===== src/rtl/uart_rx_ctrl.sv =====
// UART receive control: moves bytes from the RX FIFO into RBR and keeps the line status.
// It also runs the error acknowledge handshakes and the receive interrupt; UART_RX_TIMEOUT_EN adds the character timeout.
module uart_rx_ctrl (
  input  logic        clk,
  input  logic        rstn,
  input  logic [7:0]  data_to_reg,
  input  logic        rx_fifo_empty,
  input  logic [4:0]  rx_fifo_cnt,
  output logic        rx_fifo_read,
  input  logic        p_error,
  input  logic        st_error,
  output logic        p_error_ack,
  output logic        st_error_ack,
  input  logic        cpu_rd,
  input  logic        lsr_rd,
  output logic [7:0]  rbr_data,
  output logic [3:0]  lsr,
  input  logic [1:0]  trig_level,
  input  logic        int_en,
  input  logic [15:0] timeout_cycles,
  output logic        rx_int
);

  localparam int unsigned DATA_W = 8;
  localparam int unsigned CNT_W  = 5;
  localparam int unsigned SUM_W  = 6;
  localparam int unsigned TMO_W  = 16;

  typedef enum logic [1:0] {ST_EMPTY, ST_FETCH, ST_HOLD} fetch_state_t;
  typedef enum logic {ERR_IDLE, ERR_ACK} err_state_t;

  fetch_state_t      r_state, w_state_nxt;
  err_state_t        r_pe_st, w_pe_st_nxt;
  err_state_t        r_fe_st, w_fe_st_nxt;
  logic              w_pop;
  logic [DATA_W-1:0] r_rbr;
  logic              r_dr, r_pe, r_fe, r_pe_ack, r_fe_ack, r_int;
  logic              w_to;
  logic [SUM_W-1:0]  w_thresh, w_level_sum;
  logic              w_level_hit;

  always_ff @(posedge clk) begin
    if (!rstn) begin
      r_state <= ST_EMPTY;
      r_pe_st <= ERR_IDLE;
      r_fe_st <= ERR_IDLE;
    end else begin
      r_state <= w_state_nxt;
      r_pe_st <= w_pe_st_nxt;
      r_fe_st <= w_fe_st_nxt;
    end
  end

  // Fetch FSM: pop one byte, latch it, hold it until the CPU reads RBR
  always_comb begin
    w_state_nxt = r_state;
    w_pop       = 1'b0;
    unique case (r_state)
      ST_EMPTY: begin
        if (!rx_fifo_empty) begin
          w_pop       = 1'b1;
          w_state_nxt = ST_FETCH;
        end
      end
      ST_FETCH: w_state_nxt = ST_HOLD;
      ST_HOLD:  if (cpu_rd) w_state_nxt = ST_EMPTY;
      default:  w_state_nxt = ST_EMPTY;
    endcase
  end

  // Error handshakes: ack follows the error level, dropping one cycle after it clears
  always_comb begin
    w_pe_st_nxt = r_pe_st;
    w_fe_st_nxt = r_fe_st;
    unique case (r_pe_st)
      ERR_IDLE: if (p_error)  w_pe_st_nxt = ERR_ACK;
      ERR_ACK:  if (!p_error) w_pe_st_nxt = ERR_IDLE;
    endcase
    unique case (r_fe_st)
      ERR_IDLE: if (st_error)  w_fe_st_nxt = ERR_ACK;
      ERR_ACK:  if (!st_error) w_fe_st_nxt = ERR_IDLE;
    endcase
  end

  // Pop is combinational so the byte lands in the FETCH cycle; held off during reset
  assign rx_fifo_read = w_pop & rstn;

  always_comb begin
    unique case (trig_level)
      2'b00:   w_thresh = SUM_W'(1);
      2'b01:   w_thresh = SUM_W'(4);
      2'b10:   w_thresh = SUM_W'(8);
      default: w_thresh = SUM_W'(14);
    endcase
  end

  assign w_level_sum = SUM_W'(rx_fifo_cnt) + SUM_W'(r_dr);
  assign w_level_hit = (w_level_sum >= w_thresh);

  always_ff @(posedge clk) begin
    if (!rstn) begin
      r_rbr    <= '0;
      r_dr     <= 1'b0;
      r_pe     <= 1'b0;
      r_fe     <= 1'b0;
      r_pe_ack <= 1'b0;
      r_fe_ack <= 1'b0;
      r_int    <= 1'b0;
    end else begin
      if (r_state == ST_FETCH) r_rbr <= data_to_reg;
      r_dr     <= (w_state_nxt == ST_HOLD);
      r_pe_ack <= (w_pe_st_nxt == ERR_ACK);
      r_fe_ack <= (w_fe_st_nxt == ERR_ACK);
      // A live error level outranks a status read
      if (p_error)     r_pe <= 1'b1;
      else if (lsr_rd) r_pe <= 1'b0;
      if (st_error)    r_fe <= 1'b1;
      else if (lsr_rd) r_fe <= 1'b0;
      r_int    <= int_en & (w_level_hit | r_pe | r_fe | w_to);
    end
  end

`ifdef UART_RX_TIMEOUT_EN
  logic [TMO_W-1:0] r_tmo_cnt;
  logic [CNT_W-1:0] r_cnt_prev;
  logic             r_to;
  logic             w_tmo_run, w_to_set;

  // Count idle cycles while a byte waits in RBR and the FIFO level is static
  assign w_tmo_run = r_dr & ~cpu_rd & (rx_fifo_cnt == r_cnt_prev) & (timeout_cycles != '0);
  assign w_to_set  = w_tmo_run & (r_tmo_cnt < timeout_cycles)
                   & ((r_tmo_cnt + TMO_W'(1)) == timeout_cycles);

  always_ff @(posedge clk) begin
    if (!rstn) begin
      r_tmo_cnt  <= '0;
      r_cnt_prev <= '0;
      r_to       <= 1'b0;
    end else begin
      r_cnt_prev <= rx_fifo_cnt;
      if (!w_tmo_run)                     r_tmo_cnt <= '0;
      else if (r_tmo_cnt < timeout_cycles) r_tmo_cnt <= r_tmo_cnt + TMO_W'(1);
      if (w_to_set)             r_to <= 1'b1;
      else if (cpu_rd | lsr_rd) r_to <= 1'b0;
    end
  end

  assign w_to = r_to;
`else
  logic w_unused_tmo;
  assign w_unused_tmo = ^timeout_cycles;
  assign w_to         = 1'b0;
`endif

  assign rbr_data     = r_rbr;
  assign lsr          = {w_to, r_fe, r_pe, r_dr};
  assign p_error_ack  = r_pe_ack;
  assign st_error_ack = r_fe_ack;
  assign rx_int       = r_int;

endmodule


===== config.mk =====
export PLATFORM = sky130hd
export DESIGN_NAME = uart_rx_ctrl
export DESIGN_NICKNAME = d
export VERILOG_FILES = /design/src/rtl/uart_rx_ctrl.sv
export SDC_FILE = /design/constraint.sdc
export NUM_CORES = 1
export LEC_CHECK = 0
export CAP_MARGIN = 10
export CORE_MARGIN = 2
export CORE_UTILIZATION = 36
export CTS_CLUSTER_SIZE = 8
export DETAILED_ROUTE_END_ITERATION = 7
export PLACE_DENSITY = 0.84
export SYNTH_ARGS = -nofsm -noshare
export SYNTH_HDL_FRONTEND = slang
export SYNTH_SLANG_ARGS = --single-unit

===== constraint.sdc =====
create_clock -name clk -period 3.5 [get_ports clk]
set_clock_uncertainty 0.2 [all_clocks]
set_input_delay 0.35 -clock clk [delete_from_list [all_inputs] [get_ports clk]]
set_output_delay 0.35 -clock clk [all_outputs]
set_load 0.02 [all_outputs]

# Word level (Yosys, flattened, before mapping)
# Cells that the tools add are included.
# W data, S select, Z words.
totals:
  inputBits: 39
  mem_bits_ro: 0
  mem_count: 0
  latchBits: 0
  elab_cells: 34
  ramBits: 0
  output_inout_bits: 16
  reg_bits: 16
classes:
  n_bitwise: 4
  n_reduce_logical: 4
  eq_ne: 5
  order_cmp: 1
  n_shift: 0
  muxes: 11
  add_sub_neg: 1
  n_div: 0
  mul: 0
ops:
  columns: ["op", "n"]
  rows:
  - ["$pmux W4 S3", 1]
  - ["$mux W1", 7]
  - ["$add A5 B1 Y6", 1]
  - ["$eq A2 B2 Y1 const B", 3]
  - ["$ge A6 B6 Y1", 1]
  - ["$pmux W2 S3", 1]
  - ["$eq A2 B1 Y1 const B", 2]
  - ["$logic_not A2 Y1", 2]
  - ["$mux W2", 2]
  - ["$reduce_bool A2 Y1", 2]
  - ["$and A1 B1 Y1", 2]
  - ["$or A1 B1 Y1", 2]

# Longest topological paths before layout
# Gate-level depths: netlist (run 1).
depth:
  word_depth: 6
  depth_mapped: 7
  ltp_nobuf: 7

# Worst setup path after synthesis (run 1)
# Ideal clock, no wire load.
synth_timing:
  path_type: "input port to flip-flop"
  start: "in rx_fifo_cnt[0]"
  end: "reg r_int (netlist: rx_int)"
  arrival_time_ps: 1750
  cell_stages: 6
  setup_time_ps: 122
  t_required_ps: 3178
  path_buffers: 0
  slack_ps: 1428
  cell_sequence: "ha_1 > ha_1 > xor2_1 > ha_1 > a2111o_1 > o311a_1"
synth_between:
  elab_chain_len: 5
synth_lines:
  columns: ["element", "line", "text"]
  rows:
  - ["start, declared", "8", "input logic [4:0] rx_fifo_cnt,"]
  - ["$add A5 B1 Y6", "97", "assign w_level_sum = SUM_W'(rx_fifo_cnt) + SUM_W'(r_dr);"]
  - ["$ge A6 B6 Y1", "98", "assign w_level_hit = (w_level_sum >= w_thresh);"]
  - ["$or A1 B1 Y1 (2 in a row)", "119", "r_int <= int_en & (w_level_hit | r_pe | r_fe | w_to);"]
  - ["$and A1 B1 Y1", "119", null]
  - ["end signal, assigned", "119", null]
  - ["end, declared", "37", "logic r_dr, r_pe, r_fe, r_pe_ack, r_fe_ack, r_int;"]
# Every way passes these cells.
# A chain may end at the register's enable or synchronous reset.

# Worst setup path after layout (run 1)
layout_timing:
  start: "in rstn"
  end: "out rx_fifo_read"
layout_between:
  elab_chain_len: 1
layout_lines:
  columns: ["element", "line", "text"]
  rows:
  - ["start, declared", "5", "input logic rstn,"]
  - ["$and A1 B1 Y1", "86", "assign rx_fifo_read = w_pop & rstn;"]
  - ["end, declared", "9", "output logic rx_fifo_read,"]
# Every way passes these cells.

==> results.ini, run 1 <==
[setup_path]
crit_top_cell = clkdlybuf4s50_1
r2r-start = r_dr
regToRegSetupSlack_ns = 1.39
crit_fanout = 17
path_cells = clkdlybuf4s50_1 -> nor4b_1 -> clkdlybuf4s50_1
cp_slowest_cell = clkdlybuf4s50_1
end_kind = output port
r2r_cells = 6
start_kind = input port
r2r-end = rx_int
crit_required_ns = 2.95
cp.arrival_ns = 2.06
slowest_delay_ns = 0.77
worstSetupPathType = input port to output port

[pwr]
power.leakage_nw = 0.450
pwr-share-comb = 0.228
seq_power_share = 0.486
max-vdd-ir-drop_mv = 0.157
p_int_mw = 0.308
swShare = 0.242
clock_power_share = 0.286
p_switching_mw = 0.0987
pwr_density_cell_nw_per_um2 = 353

[worst_hold_path]
hold_path_end = rbr_data[6]
min_from = rbr_data[6]
hold_path_class = flop to flop
holdPathStages = 2

[clocking]
root_buffer = clkbuf_4
cts_setup_buffers = 0
cts_made_buffers = 3
cts_tree = built
clk_path_buf_depth = 2
insertion_delay_ns = 0.27
clk_pin_slew_ns = 0.09
cts_hold_buf = 0
htreeDepth = 1
clock_sinks = 16
cts_resized = 0

[drt]
dr.first_iter.drc_count = 4
dr.pass1.iters = 4
vias = 689
ant_nets = 0
wl_per_cell_um = 10.7
totalWireLength_mm = 1.55
route.detailed.drc = 0
via_per_inst = 4.75

[sta]
finalHoldViolations = 0
maxSlewViolCount = 0
min_period_ns = 2.61
fmax_ghz = 0.384
period_share = 0.744
slew_headroom = 0.606
tns_ns = 0
rsz0062_at_grt = false
finalSetupViolations = 0
tightest_slew_ns = 0.590

[finish]
fill_cells = 162
nNetsFinal = 164
area_growth_pct = 52.2
drive_gt1_frac = 0.0339
n_antenna_cell = 0
layout.cells.non_filler = 145

[placed_design]
dp_hpwl_mm = 1.26
dp.cells = 141
io_buffers = 37
gp_congestion = 0.688

[synthesis]
synth_most_common_cell = nand2_1
synthArstFlopShare = 0
synth_mux_area_frac = 0
avgSynthCellArea_sq_um = 9.01
synth_compound_area_frac = 0.180
yosys-top-cells-count = nand2_1 (17), dfxtp_1 (16), a21boi_0 (9), ha_1 (6), nor2b_1 (5)
yosysWarningCount = 0
synth_top_family_by_area = simple AND/OR/NAND/NOR gates
synth_edf_count = 0
synth_top_area_cell = dfxtp_1
synthFlopType = dfxtp_1
synth_top_area_frac = 0.423
yosys.cell_types.count = 23
synth_cells = 84
ys_seq_area_frac = 0.423
yosys.area_share.simple = 0.195
ys_ff_latch = 16
synthXorXnorAreaFrac = 0.0231
syn_area_sq_um = 757
syn_nets = 129
synth-adder-area-share = 0.0992
netlist_top_cells_area = dfxtp_1 (42%), ha_1 (9.9%), a21boi_0 (8.9%)

[global_route]
antenna_found_initial = 0
overflow = 0
grt_max_degree = 18
grt_first_pass_wirelength_mm = 2.67
grt.total_usage = 0.141
grt_pass1_vias = 666

[floorplanning]
dieArea_sq_um = 2490
core_sq_um = 1980
row_count = 16
start_util = 0.382
fp.dieW_um = 49.9
die-height_um = 49.9
pin_count = 55

[outcome]
status = completed

[flow_run]
cap_viol_max_count = 0

power groups by stage:
stage	Clock, mW	Sequential (mW)	Combinational [mW]
2_1_floorplan	0	0.209	0.0385
3_3_place_gp	0	0.202	0.0908
3_5_place_dp	0	0.202	0.0935
4_1_cts	0.123	0.198	0.0938
5_1_grt	0.135	0.199	0.101
6_report	0.116	0.198	0.0927
critical path, delay by kind of cell:
kind,cells,cell delay (ns)
buf+inv,2,1.42
simple gates,1,0.28
area by class of cell:
| cell class | instances | area [sq um] | share of cell area |
|---|---|---|---|
| sequential | 16 | 320 | 0.278 |
| clock buffer | 4 | 36.3 | 0.0315 |
| inverter | 3 | 11.3 | 0.00977 |
| tap | 27 | 33.8 | 0.0293 |
| multi-input combinational | 58 | 380 | 0.330 |
| timing repair buffer | 37 | 370 | 0.321 |
worst max-delay path by stage:
| stage | from | to | slack, ns | cells after the start |
|---|---|---|---|---|
| 2_1_floorplan | rx_fifo_cnt[0] | rx_int | 1.43 | 6 |
| 3_3_place_gp | rstn | rx_fifo_read | 0.89 | 3 |
| 3_5_place_dp | rstn | rx_fifo_read | 0.88 | 3 |
| 4_1_cts | rstn | rx_fifo_read | 0.87 | 3 |
| 5_1_grt | rstn | rx_fifo_read | 0.79 | 3 |
| 6_report | rstn | rx_fifo_read | 0.89 | 3 |
sequential cells by signal (all words and copies together) (netlist names):
signal,count
rx_int,1
r_state,2
rbr_data,8
r_dr,1
r_pe,1
p_error_ack,1
r_fe,1
st_error_ack,1
kinds of logic after synthesis:
family                   count (synthesis)
AO/OA/AOI/OAI                           18
AND/OR/NAND/NOR                         31
adder cells (fa/ha/maj)                  6
flip-flops                              16
other                                    1
buffers and inverters                   10
XOR/XNOR                                 2
placed cells by master (no fill, tap or decap), types with 2 or more instances in the layout:
cell type / instances
nor2_1: 3
inv_1: 3
a21boi_0: 9
nor4b_1: 2
a21oi_1: 2
clkbuf_4: 3
dfxtp_1: 16
and2_1: 2
ha_1: 6
nor2b_1: 5
clkdlybuf4s50_1: 37
nand2_1: 17
o21a_1: 2
metal layers:
| layer | vias up | track usage | part of all wire |
|---|---|---|---|
| li1 | 346 | - | - |
| met1 | 307 | 0.136 | 0.41 |
| met2 | 34 | 0.269 | 0.49 |
| met3 | 2 | 0.0515 | 0.092 |
| met4 | 0 | 0.0556 | 0.0077 |
| met5 | - | 0 | 0 |
stage by stage:
stage | total power, mW | hold slack [ns] | worst slack (ns) | util | area, sq um
2_1_floorplan | 0.248 | 0.229 | 1.43 | - | 757
3_3_place_gp | 0.292 | 0.255 | 0.887 | 0.563 | 1120
3_5_place_dp | 0.295 | 0.262 | 0.876 | 0.563 | 1120
4_1_cts | 0.415 | 0.275 | 0.875 | 0.581 | 1150
5_1_grt | 0.435 | 0.303 | 0.791 | 0.581 | 1150
6_report | 0.407 | 0.270 | 0.895 | 0.581 | 1150
(Power assumes the default switching activity.)
==> run 2, diff against run 1 <==
--- a/config.mk
+++ b/config.mk
@@ -7,10 +7,10 @@
 export LEC_CHECK = 0
 export CAP_MARGIN = 10
 export CORE_MARGIN = 2
-export CORE_UTILIZATION = 36
+export CORE_UTILIZATION = 30
 export CTS_CLUSTER_SIZE = 8
 export DETAILED_ROUTE_END_ITERATION = 7
-export PLACE_DENSITY = 0.84
+export PLACE_DENSITY = 0.74
 export SYNTH_ARGS = -nofsm -noshare
 export SYNTH_HDL_FRONTEND = slang
 export SYNTH_SLANG_ARGS = --single-unit
==> constraint.sdc (replaced) <==
create_clock -name clk -period 2.3 [get_ports clk]
set_clock_uncertainty 0.2 [all_clocks]
set_input_delay 0.23 -clock clk [delete_from_list [all_inputs] [get_ports clk]]
set_output_delay 0.23 -clock clk [all_outputs]
set_load 0.02 [all_outputs]
==> run 2 against run 1 <==
  * Via count decreased by 1.6%
  * Routed wire length increased by 6.6%
  * Global-route usage decreased by 2.6 points
  * Combinational power increased by 56%
  * First-iteration DRC count increased by 50%
  * Sequential power increased by 52%
  * Register-to-register slack got worse by 1.2 ns
  * Largest cell class is now buffers
==> results.ini, run 2 (synthesis gave the netlist of run 1 again) <==
[clocking]
root_buffer = clkbuf_4
cts_tree = built
cts_hold_buf = 0  ; unchanged
insertion_delay_ns = 0.28  ; about the same
clk_path_buf_depth = 2  ; unchanged
cts_setup_buffers = 0  ; unchanged
clk_pin_slew_ns = 0.09  ; about the same
cts_made_buffers = 3  ; unchanged
cts_resized = 0  ; unchanged
htreeDepth = 1  ; unchanged
clock_sinks = 16  ; unchanged

[setup_path]
crit_required_ns = 2.28  ; -0.67 ns
r2r-end = rx_int
regToRegSetupSlack_ns = 0.17  ; -1.22 ns
r2r_cells = 6  ; unchanged
r2r-start = r_dr
start_kind = input port
worstSetupPathType = input port to flop
end_kind = flop
crit_fanout = 3  ; -14
cp.arrival_ns = 2.14  ; +0.08 ns

[worst_hold_path]
hold_path_class = flop to flop
holdPathStages = 2  ; unchanged
min_from = rbr_data[6]
hold_path_end = rbr_data[6]

[finish]
layout.cells.non_filler = 151  ; +4.1%
drive_gt1_frac = 0.0579  ; +0.0240
fill_cells = 236  ; +46%
seq_area_sq_um = 320  ; unchanged
multi_input_area_sq_um = 380  ; unchanged
n_antenna_cell = 0  ; unchanged
final_common_cell = clkdlybuf4s50_1
nNetsFinal = 167  ; +1.8%
area_growth_pct = 55.7
mostFrequentLayoutCells = clkdlybuf4s50_1 (37), nand2_1 (17), dfxtp_1 (16)
largest_reg_flops = 8  ; unchanged
design_area_sq_um = 1180  ; +2.3%

[sta]
setup_slack_ns = 0.140  ; -0.754 ns
finalSetupViolations = 0  ; unchanged
rsz0062_at_grt = false
tns_ns = 0  ; unchanged
tightest_slew_ns = 0.581  ; -0.00914 ns
slew_headroom = 0.612  ; +0.00611
fmax_ghz = 0.463
maxSlewViolCount = 0  ; unchanged
finalHoldViolations = 0  ; unchanged
period_share = 0.939
min_period_ns = 2.16

[outcome]
status = completed

[drt]
wl_per_cell_um = 10.9  ; +2.4%
totalWireLength_mm = 1.65  ; +6.6%
dr.pass1.iters = 4  ; unchanged
vias = 678  ; -1.6%
dr.first_iter.drc_count = 6  ; +2
via_per_inst = 4.49  ; -5.5%
ant_nets = 0  ; unchanged
route.detailed.drc = 0  ; unchanged

[floorplanning]
core_sq_um = 2430  ; +23%
dieArea_sq_um = 2940  ; +18%
fp.dieW_um = 54.2  ; +8.8%
die-height_um = 54.2  ; +8.8%
start_util = 0.311  ; -0.0707
row_count = 18  ; +2
pin_count = 55  ; unchanged

[placed_design]
io_buffers = 37  ; unchanged
placed_area_sq_um = 1140  ; +2.4%
dp_hpwl_mm = 1.34  ; +6.4%
gp_congestion = 0.727  ; +5.7%
dpl_worst_slack_ns = -0.172  ; -1.05 ns
dp.cells = 147  ; +4.3%

[global_route]
grt_use_met3 = 0.0219  ; -0.0297
grt_pass1_vias = 648  ; -2.7%
overflow = 0  ; unchanged
grt.total_usage = 0.115  ; -0.0262
grtUsageMet1 = 0.124  ; -0.0121
grt_max_degree = 17  ; -1
met2_usage = 0.211  ; -0.0580
antenna_found_initial = 0  ; unchanged
busiest_layer = met2
grt_first_pass_wirelength_mm = 2.44  ; -8.5%

[flow_run]
cap_viol_max_count = 0  ; unchanged

[pwr]
total_power_mw = 0.631  ; +55%
power.leakage_nw = 0.465  ; +3.3%
pwr_density_cell_nw_per_um2 = 535  ; +52%
max-vdd-ir-drop_mv = 0.250  ; +59%

[run 2: layout make-up]
cell class / instances / area share
sequential: 16 / 0.272
timing repair buffer: 40 / 0.333
multi-input combinational: 58 / 0.323
tap: 30 / 0.0318
inverter: 3 / 0.00955
clock buffer: 4 / 0.0308
[run 2: worst max-delay path by stage]
stage	start	to	slack [ns]	cells past startpoint
after floorplan	r_dr	rx_int	0.30	6
after global placement	rx_fifo_cnt[0]	rx_int	-0.09	7
after detailed placement	rx_fifo_cnt[0]	rx_int	-0.17	7
after CTS	rx_fifo_cnt[0]	rx_int	0.15	7
after global routing	rx_fifo_cnt[0]	rx_int	0.12	7
final	rx_fifo_cnt[0]	rx_int	0.14	7
[run 2: report_power, final]
group          leakage, nW  switching, mW  internal (mW)  total [mW]
Clock               0.0210         0.0881         0.0964       0.185
Sequential           0.132        0.00881          0.292       0.301
Combinational        0.312         0.0620         0.0834       0.145
[run 2: critical path, stage by stage]
cell	delay [ns]
clkdlybuf4s50_1	0.40
ha_1	0.22
ha_1	0.21
xor2_1	0.16
ha_1	0.20
a2111o_1	0.42
o311a_1	0.30
[run 2: through the flow]
step                hold slack (ns)   util
CTS                           0.270  0.485
global route                  0.288  0.485
finish                        0.267  0.485
global placement              0.251  0.470
floorplan                     0.109      -
detailed placement            0.257  0.470
[run 2: per-layer routing]
layer  part of all wire  wire length (um)
met3              0.097               161
met1               0.41               677
met2               0.48               798
met5                  0                 0
met4             0.0085                14
==> run 3, diff against run 2 <==
==> constraint.sdc (replaced) <==
create_clock -name clk -period 2.3 [get_ports clk]
set_clock_uncertainty 0.2 [all_clocks]
set_input_delay 0.23 -clock clk [delete_from_list [all_inputs] [get_ports clk]]
set_output_delay 0.23 -clock clk [all_outputs]
set_load 0.005 [all_outputs]
==> results of run 3 <==
The final DEF is identical to that of run 2. Status: completed.
Among the figures that moved: total power 0.631 mW -> 0.614 mW; worst IR drop on VDD 0.250 mV -> 0.247 mV
